==> config.mk <==
export PLATFORM = sky130hd
export DESIGN_NAME = human_track_monitor
export DESIGN_NICKNAME = d
export VERILOG_FILES = /design/src/rtl/human_track_monitor.sv
export SDC_FILE = /design/constraint.sdc
export NUM_CORES = 1
export LEC_CHECK = 0
export ABC_AREA = 1
export CORE_MARGIN = 5
export CORE_UTILIZATION = 35
export DETAILED_ROUTE_END_ITERATION = 16
export MAX_ROUTING_LAYER = met4
export SYNTH_ARGS = -nofsm -noshare
export SYNTH_HDL_FRONTEND = slang
export SYNTH_SLANG_ARGS = --single-unit
==> constraint.sdc <==
create_clock -name clk1khz -period 3.23 [get_ports clk1khz]
set_input_delay 0.646 -clock clk1khz [delete_from_list [all_inputs] [get_ports clk1khz]]
set_output_delay 0.646 -clock clk1khz [all_outputs]
set_load 0.01 [all_outputs]
==> src/rtl/human_track_monitor.sv <==
// Receive-side decoder for the 16-bit one-hot human-position LED bar.
// Tracks the marker, emits depart/arrive pulses and counts crossings, and flags illegal traffic.
module human_track_monitor #(
    parameter int unsigned CNT_W        = 8,
    parameter int unsigned MOVE_TIMEOUT = 1000,
    parameter int unsigned TO_W         = 11
) (
    input  logic             clk1khz,
    input  logic             rst_n,
    input  logic [15:0]      led,
    input  logic             trip_clr,
    output logic [3:0]       pos,
    output logic             on_left,
    output logic             on_right,
    output logic             moving,
    output logic             fault,
    output logic             dir_right,
    output logic             depart_pulse,
    output logic             arrive_pulse,
    output logic [CNT_W-1:0] crossings,
    output logic             err_onehot,
    output logic             err_jump,
    output logic             err_stall
);

    typedef enum logic [2:0] {StAtLeft, StAtRight, StMoving, StOff, StFault} state_e;

    state_e            state_q, state_d;
    logic [15:0]       led_q, led_p;
    logic [3:0]        pos_q, pos_d;
    logic              dir_q, dir_d;
    logic              dep_q, dep_d, arr_q, arr_d;
    logic [CNT_W-1:0]  cross_q, cross_d;
    logic [TO_W-1:0]   stall_q, stall_d;
    logic              eoh_q, eoh_d, ejmp_q, ejmp_d, estl_q, estl_d;

    logic              q_onehot, p_onehot, changed, step_r, step_l;
    logic [3:0]        q_idx;

    assign q_onehot = (led_q != 16'd0) && ((led_q & (led_q - 16'd1)) == 16'd0);
    assign p_onehot = (led_p != 16'd0) && ((led_p & (led_p - 16'd1)) == 16'd0);
    assign changed  = (led_q != led_p);
    assign step_r   = p_onehot && (led_q == (led_p >> 1));
    assign step_l   = p_onehot && (led_q == (led_p << 1));

    always_comb begin
        q_idx = 4'd0;
        for (int i = 0; i < 16; i++) begin
            if (led_q[i]) q_idx = 4'(i);
        end
    end

    always_comb begin
        state_d = state_q;
        pos_d   = pos_q;
        dir_d   = dir_q;
        dep_d   = 1'b0;
        arr_d   = 1'b0;
        cross_d = cross_q;
        stall_d = stall_q;
        // Clear first so an error detected in the same cycle as trip_clr still sets its flag.
        eoh_d   = trip_clr ? 1'b0 : eoh_q;
        ejmp_d  = trip_clr ? 1'b0 : ejmp_q;
        estl_d  = trip_clr ? 1'b0 : estl_q;

        if (led_q != 16'd0 && !q_onehot) begin
            eoh_d   = 1'b1;
            state_d = StFault;
        end else if (led_q == 16'd0) begin
            state_d = StOff;
        end else begin
            unique case (state_q)
                StAtLeft: begin
                    if (changed) begin
                        if (step_r) begin
                            state_d = StMoving;
                            dir_d   = 1'b1;
                            dep_d   = 1'b1;
                            pos_d   = q_idx;
                            stall_d = '0;
                        end else begin
                            ejmp_d  = 1'b1;
                            state_d = StFault;
                        end
                    end
                end
                StAtRight: begin
                    if (changed) begin
                        if (step_l) begin
                            state_d = StMoving;
                            dir_d   = 1'b0;
                            dep_d   = 1'b1;
                            pos_d   = q_idx;
                            stall_d = '0;
                        end else begin
                            ejmp_d  = 1'b1;
                            state_d = StFault;
                        end
                    end
                end
                StMoving: begin
                    if (!changed) begin
                        if (stall_q == TO_W'(MOVE_TIMEOUT - 1)) begin
                            estl_d  = 1'b1;
                            state_d = StFault;
                        end else begin
                            stall_d = stall_q + 1'b1;
                        end
                    end else if (dir_q ? step_r : step_l) begin
                        pos_d   = q_idx;
                        stall_d = '0;
                        if ((dir_q && q_idx == 4'd0) || (!dir_q && q_idx == 4'd15)) begin
                            state_d = dir_q ? StAtRight : StAtLeft;
                            arr_d   = 1'b1;
                            if (cross_q != '1) cross_d = cross_q + 1'b1;
                        end
                    end else begin
                        ejmp_d  = 1'b1;
                        state_d = StFault;
                    end
                end
                StOff: begin
                    if (q_idx == 4'd15) begin
                        state_d = StAtLeft;
                        pos_d   = q_idx;
                    end else if (q_idx == 4'd0) begin
                        state_d = StAtRight;
                        pos_d   = q_idx;
                    end else begin
                        ejmp_d  = 1'b1;
                        state_d = StFault;
                    end
                end
                StFault: begin
                    pos_d = q_idx;
                    if (trip_clr) begin
                        if (q_idx == 4'd15)     state_d = StAtLeft;
                        else if (q_idx == 4'd0) state_d = StAtRight;
                    end
                end
                default: state_d = StFault;
            endcase
        end
    end

    always_ff @(posedge clk1khz or negedge rst_n) begin
        if (!rst_n) begin
            state_q <= StAtLeft;
            led_q   <= 16'h8000;
            led_p   <= 16'h8000;
            pos_q   <= 4'd15;
            dir_q   <= 1'b1;
            dep_q   <= 1'b0;
            arr_q   <= 1'b0;
            cross_q <= '0;
            stall_q <= '0;
            eoh_q   <= 1'b0;
            ejmp_q  <= 1'b0;
            estl_q  <= 1'b0;
        end else begin
            state_q <= state_d;
            led_q   <= led;
            led_p   <= led_q;
            pos_q   <= pos_d;
            dir_q   <= dir_d;
            dep_q   <= dep_d;
            arr_q   <= arr_d;
            cross_q <= cross_d;
            stall_q <= stall_d;
            eoh_q   <= eoh_d;
            ejmp_q  <= ejmp_d;
            estl_q  <= estl_d;
        end
    end

    assign pos          = pos_q;
    assign on_left      = (state_q == StAtLeft);
    assign on_right     = (state_q == StAtRight);
    assign moving       = (state_q == StMoving);
    assign fault        = (state_q == StFault);
    assign dir_right    = dir_q;
    assign depart_pulse = dep_q;
    assign arrive_pulse = arr_q;
    assign crossings    = cross_q;
    assign err_onehot   = eoh_q;
    assign err_jump     = ejmp_q;
    assign err_stall    = estl_q;

endmodule
# Yosys cells after proc, flatten, opt, wreduce, memory -nomap -nowiden
# Cells that the tools add are included.
totals:
  out_inout_bits: 22
  reg_bits: 64
  in_bits: 19
  elab_cells: 159
op_classes:
  n_reduce_logical: 26
  n_addsub: 4
  bitwise_logic: 4
  mux: 88
  eq_ne: 25
op_table:
  columns: ["op", "n"]
  rows:
  - ["$mux W11", 7]
  - ["$mux W4", 19]
  - ["$logic_not A16 Y1", 3]
  - ["$mux W3", 16]
  - ["$mux W1", 38]
  - ["$pmux W11 S3", 1]
  - ["$and A16 B16 Y16", 2]
  - ["$reduce_bool A16 Y1", 2]
  - ["$sub A16 B1 Y16 const B", 2]
  - ["$pmux W4 S5", 1]
  - ["$eq A16 B15 Y1", 1]
  - ["$eq A16 B16 Y1", 1]
  - ["$ne A16 B16 Y1", 1]
  - ["$pmux W3 S5", 1]
  - ["$reduce_and A7 Y1", 2]
  - ["$ne A2 B1 Y1 const B", 6]
  - ["$add A11 B1 Y11 const B", 1]
  - ["$eq A11 B10 Y1 const B", 1]
  - ["$ne A5 B1 Y1 const B", 2]
  - ["$reduce_and A10 Y1", 1]
  - ["$reduce_and A9 Y1", 1]
  - ["$add A8 B1 Y8 const B", 1]
  - ["$ne A4 B1 Y1 const B", 2]
  - ["$ne A8 B8 Y1 const B", 1]
  - ["21 further kinds", 34]

# Longest topological paths before layout
depth:
  word_depth: 24
  mapped_depth: 22
  mapped_depth_nobuf: 22

# Least setup slack after synthesis
# OpenSTA, ideal clock, no wires.
synth_path:
  path_type: "flip-flop to flip-flop"
  start: "register led_p[5]"
  end: "register stall_q[4]"
  stages_incl_launch_ff: 17
  path_slack_ps: 1087
  required_time_ps: 3112
  synth_period_minus_slack_ps: 2143
  setup_time_ps: 118
  n_path_buf: 2
  arrival_time_ps: 2025
  cell_sequence: "dfrtp_1 > buf_6 > nor2_4 > nand2_4 > nor2_8 > nand3_2 > nand2_2 > nand2_2 > nor3_4 > nand3_1 > nand2_2 > inv_2 > nor3_2 > nand3_2 > buf_6 > nand2_2 > o21ai_2"
synth_via:
  elab_chain_len: 8
  elab_cells_between_ends: 20
  classes_between: "1 x add/sub; 9 x eq/ne; 3 x mux; 1 x bitwise; 6 x reduce/logical"
synth_rtl:
  columns: ["element", "line", "source"]
  rows:
  - ["start: declaration", "29", "logic [15:0] led_q, led_p;"]
  - ["start signal: assignment", "163", "led_p <= led_q;"]
  - ["$sub A16 B1 Y16", "41", "assign p_onehot = (led_p != 16'd0) && ((led_p & (led_p - 16'd1)) == 16'd0);"]
  - ["$and A16 B16 Y16", "41", null]
  - ["$logic_not A16 Y1", "41", null]
  - ["$logic_and A1 B1 Y1", "41", null]
  - ["$logic_and A1 B1 Y1, on equally long branches", "44, 43", null]
  - ["$mux W1", "109", "end else if (dir_q ? step_r : step_l) begin"]
  - ["$ne A3 B2 Y1 (no source line)", null, null]
  - ["$reduce_and A9 Y1 (no source line)", null, null]
  - ["end signal: assignment", "169", "stall_q <= stall_d;"]
  - ["end: declaration", "34", "logic [TO_W-1:0] stall_q, stall_d;"]
# Parallel ways exist; a longest one is shown, timed or not.
# A chain may end at the register's enable or synchronous reset.

# Worst setup path in the final report
layout_path:
  start: "register led_q[15]"
  end: "register stall_q[2]"
layout_via:
  elab_chain_len: 8
  elab_cells_between_ends: 25
  classes_between: "1 x add/sub; 9 x eq/ne; 3 x mux; 3 x bitwise; 9 x reduce/logical"
layout_rtl:
  columns: ["element", "line", "source"]
  rows:
  - ["start: declaration", "29", null]
  - ["start signal: assignment", "162", "led_q <= led;"]
  - ["$sub A16 B1 Y16", "40", "assign q_onehot = (led_q != 16'd0) && ((led_q & (led_q - 16'd1)) == 16'd0);"]
  - ["$and A16 B16 Y16", "40", null]
  - ["$logic_not A16 Y1", "40", null]
  - ["$logic_and A1 B1 Y1", "40", null]
  - ["$logic_not A1 Y1", "66", "if (led_q != 16'd0 && !q_onehot) begin"]
  - ["$logic_and A1 B1 Y1", "66", null]
  - ["$not A1 Y1 (no source line)", null, null]
  - ["$reduce_and A9 Y1 (no source line)", null, null]
# Parallel ways exist; a longest one is shown, timed or not.

==> flow_summary_export.csv <==
group,metric,value,unit
synthesis,ys_seq_area_share,35.21,%
place,dp_hpwl,8.272,mm
cts,hold_buffers,0,
routing,drc_errors,0,
place,place_inst,799,
die,ios,41,
critical_path,crit_arrival,3.11,ns
final_layout,post_layout_nonfiller_instances,814,
critical_path,max_stage_delay,0.66,ns
sta,fmaxAchievable,0.3466,GHz
synthesis,ys.warnings.count,0,
global_routing,grt_usage,14.81,%
cts,clkSinkCount,64,
routing,ant_nets,0,
global_routing,grt_max_degree,43,
global_routing,grt_pass1_wl,18.33,mm
cts,cts_tree,"done",
global_routing,grt_overflow,0,
global_routing,met2_usage,21.31,%
place,dp_worst_setup_slack,0.2686,ns
sta,rsz0062_at_grt,"no",
cts,cts_setup_buffers,0,
die,die_h,124.3,µm
sta,final_hold_viol_count,0,
power_and_ir_drop,peakVddDrop,0.0002466,V
critical_path,crit_chain,"xnor2_1 -> nand2_1 -> nor4_1 -> nand2_1 -> inv_2 -> nand2_1 -> nand2_2 -> nor3_2 -> nand3_2 -> buf_4 -> inv_1 -> nand2_1 -> o21ai_0",
cts,htreeDepth,3,
cts,ctsResizeCount,0,
global_routing,globalRouteMet3Util,3.216,%
synthesis,ys_seq_elements,64,
synthesis,synthDistinctLibCells,48,
synthesis,synth_top_family_by_area,"simple AND/OR/NAND/NOR gates",
synthesis,yosys.area_share.adder,0.9850,%
final_layout,fill_cells,1308,
sta,setup_viol_count_final,0,
synthesis,synthMuxAreaShare,0,%
cts,cts_buffers,9,
critical_path,cp_slowest_cell,"dfstp_2",
synthesis,synth-async-reset-ratio,100.0,%
final_layout,drive_gt1_share,17.91,%
synthesis,synthSimpleGateAreaFrac,40.52,%
critical_path,criticalPathCategory,"reg -> reg",
global_routing,antenna_found_initial,0,
final_layout,area_growth,16.50,%
power_and_ir_drop,powerDensity,376.0,mW/mm²
die,start_util,35.95,%
routing,wire_per_inst,13.19,µm
worst_hold_path,hp-class,"in -> async",
routing,firstDrtPassIters,5,
global_routing,use_met1,19.70,%
sta,slew_headroom,38.32,%
cts,root_buffer,"clkbuf_16",
place,post_dp_cell_area,0.005034,mm²
flow_run,maxCapViolCount,0,
place,portBuffers,40,
power_and_ir_drop,p_total,2.003,mW
routing,vias_per_cell,4.753,
cts,path_clk_slew,0.06,ns
die,rows,41,
die,die_w,124.3,µm
final_layout,fin_area,0.005328,mm²
sta,max_slew.worst_pin.slew,0.9252,ns
sta,fin_setup_tns,0,ns
critical_path,required,3.45,ns
sta,layout_min_cycle_time,2.885,ns
critical_path,endpoint_kind,"register",
global_routing,top_usage_layer,"met2",
synthesis,synth-xor-area-share,6.512,%
cts,insertion_delay,0.34,ns
die,core,0.01272,mm²
synthesis,syn_area,0.004573,mm²
sta,slew_violations,0,
power_and_ir_drop,p_leak,2.499,nW
critical_path,crit_top_cell,"nand2_1",
synthesis,syn_area_per_cell,7.609,µm²
outcome,outcome,"complete, no violations",
sta,finClkSkew,0.006931,ns
critical_path,critPathMaxFanout,21,
sta,worst_slack,0.3451,ns
routing,num_vias,3869,
sta,finalCritPeriodShare,89.31,%
synthesis,syn_nets,622,
synthesis,synth_compound_area_share,6.676,%
synthesis,synth_edf_count,0,
cts,clockBufferDepth,2,
routing,drt_iter0_drc,178,
place,place.gp.congestion,0.9353,
die,dieArea,0.01545,mm²
global_routing,grt_pass1_vias,3789,
final_layout,antenna_cells,0,
synthesis,synthCells,601,
critical_path,start_kind,"register",
routing,drt-total-wl,10.74,mm
final_layout,fin_nets,659,
synthesis,synth-main-ff-cell,"dfrtp_1",
cells by family after synthesis:
logic type,after synthesis
AOI/OAI and AO/OA,45
DFF,64
xor gates and xnor gates,34
buffers and inverters,91
and+or+nand+nor,363
adders and majority gates,4
power by group:
| part | internal [mW] | switching (mW) |
|---|---|---|
| logic | 0.0730 | 0.103 |
| registers | 0.825 | 0.0509 |
| clock network | 0.609 | 0.343 |
| total | 1.51 | 0.496 |
stage by stage:
step / hold slack, ns / util (%)
2_1_floorplan: 0.3487 / -
3_3_place_gp: 0.4498 / 39.57
3_5_place_dp: 0.4441 / 39.57
4_1_cts: 0.4495 / 41.83
5_1_grt: 0.4619 / 41.88
6_report: 0.4484 / 41.88
Yosys cell counts (2+ instances only):
library cell / count / area (µm²)
or2_2: 3 / 18.77
maj3_1: 2 / 20.02
nand3_2: 6 / 60.06
buf_6: 10 / 112.6
nor2_2: 9 / 56.30
nand3_1: 38 / 190.2
nand4_1: 23 / 143.9
inv_2: 7 / 26.28
o21ai_0: 10 / 50.05
a21oi_1: 9 / 45.04
nor3b_1: 3 / 22.52
dfrtp_1: 57 / 1426
buf_4: 2 / 15.01
xor2_1: 26 / 227.7
clkbuf_8: 2 / 27.53
clkinv_1: 2 / 7.510
nor3_4: 2 / 32.53
ha_1: 2 / 25.02
inv_1: 62 / 232.7
nor3_2: 2 / 20.02
buf_2: 4 / 20.02
xnor2_1: 8 / 70.07
nor2_4: 11 / 123.9
nand2_1: 149 / 559.3
nor2_1: 60 / 225.2
nor4_1: 4 / 25.02
nand2_4: 4 / 45.04
a211oi_1: 2 / 15.01
o21ai_2: 12 / 105.1
nor3_1: 21 / 105.1
nand2_2: 23 / 143.9
dfstp_2: 7 / 183.9
o21ai_1: 4 / 20.02
worst paths after layout:
kind / startpoint / endpoint / slack (ns) / cells past startpoint
max in group asynchronous: rst_n / stall_q[7] / 2.06 / 2
hold reg to reg: led_q[15] / led_p[15] / 0.45 / 0
setup / recovery: led_q[15] / stall_q[2] / 0.35 / 13
min in group clk1khz: led_q[15] / led_p[15] / 0.45 / 0
setup reg to reg: led_q[15] / stall_q[2] / 0.35 / 13
hold / removal: rst_n / led_q[0] / 0.45 / 1
state kept, by name, summed over array words and instances, names as in the netlist:
| name | cells |
|---|---|
| led_p | 16 |
| led_q | 16 |
| stall_q | 11 |
| crossings | 8 |
| pos | 4 |
| state_q | 3 |
| arrive_pulse | 1 |
| depart_pulse | 1 |
| dir_right | 1 |
| err_jump | 1 |
| err_onehot | 1 |
| err_stall | 1 |
worst max-delay path, delay by kind of cell (launching register included):
| kind | cells | cell delay (ns) |
|---|---|---|
| XOR/XNOR | 1 | 0.14 |
| AND/OR/NAND/NOR | 8 | 1.27 |
| flip-flops | 1 | 0.66 |
| buffers and inverters | 3 | 0.63 |
| AO/OA/AOI/OAI | 1 | 0.07 |
final cells by class:
type	count	area (µm²)	share of cell area, %
inverters	71	266.5	5.002
clock buffers	11	242.7	4.556
repair buffers	46	440.4	8.267
flip-flops and latches	64	1610	30.23
well taps	172	215.2	4.039
multi-input cells	446	2507	47.06
clock inverters	4	45.04	0.8455
placed cells by master, fill, tap and decap left out, types with 8 or more instances in the layout:
master and n:
nand2_1 149, inv_1 62, nor2_1 60, dfrtp_1 57, clkdlybuf4s50_1 39, nand3_1 38
xor2_1 26, nand4_1 23, nand2_2 23, nor3_1 21, o21ai_2 12, nor2_4 11
o21ai_0 10, a21oi_1 9, nor2_2 9, clkbuf_16 9, xnor2_1 8
per-layer routing:
metal  routed length, µm  share of wire (%)
met5                   0                  0
met4                 291                2.7
met3                 472                4.4
met2                4620                 43
met1                5351                 50
Power figures use the tool's default switching activity.
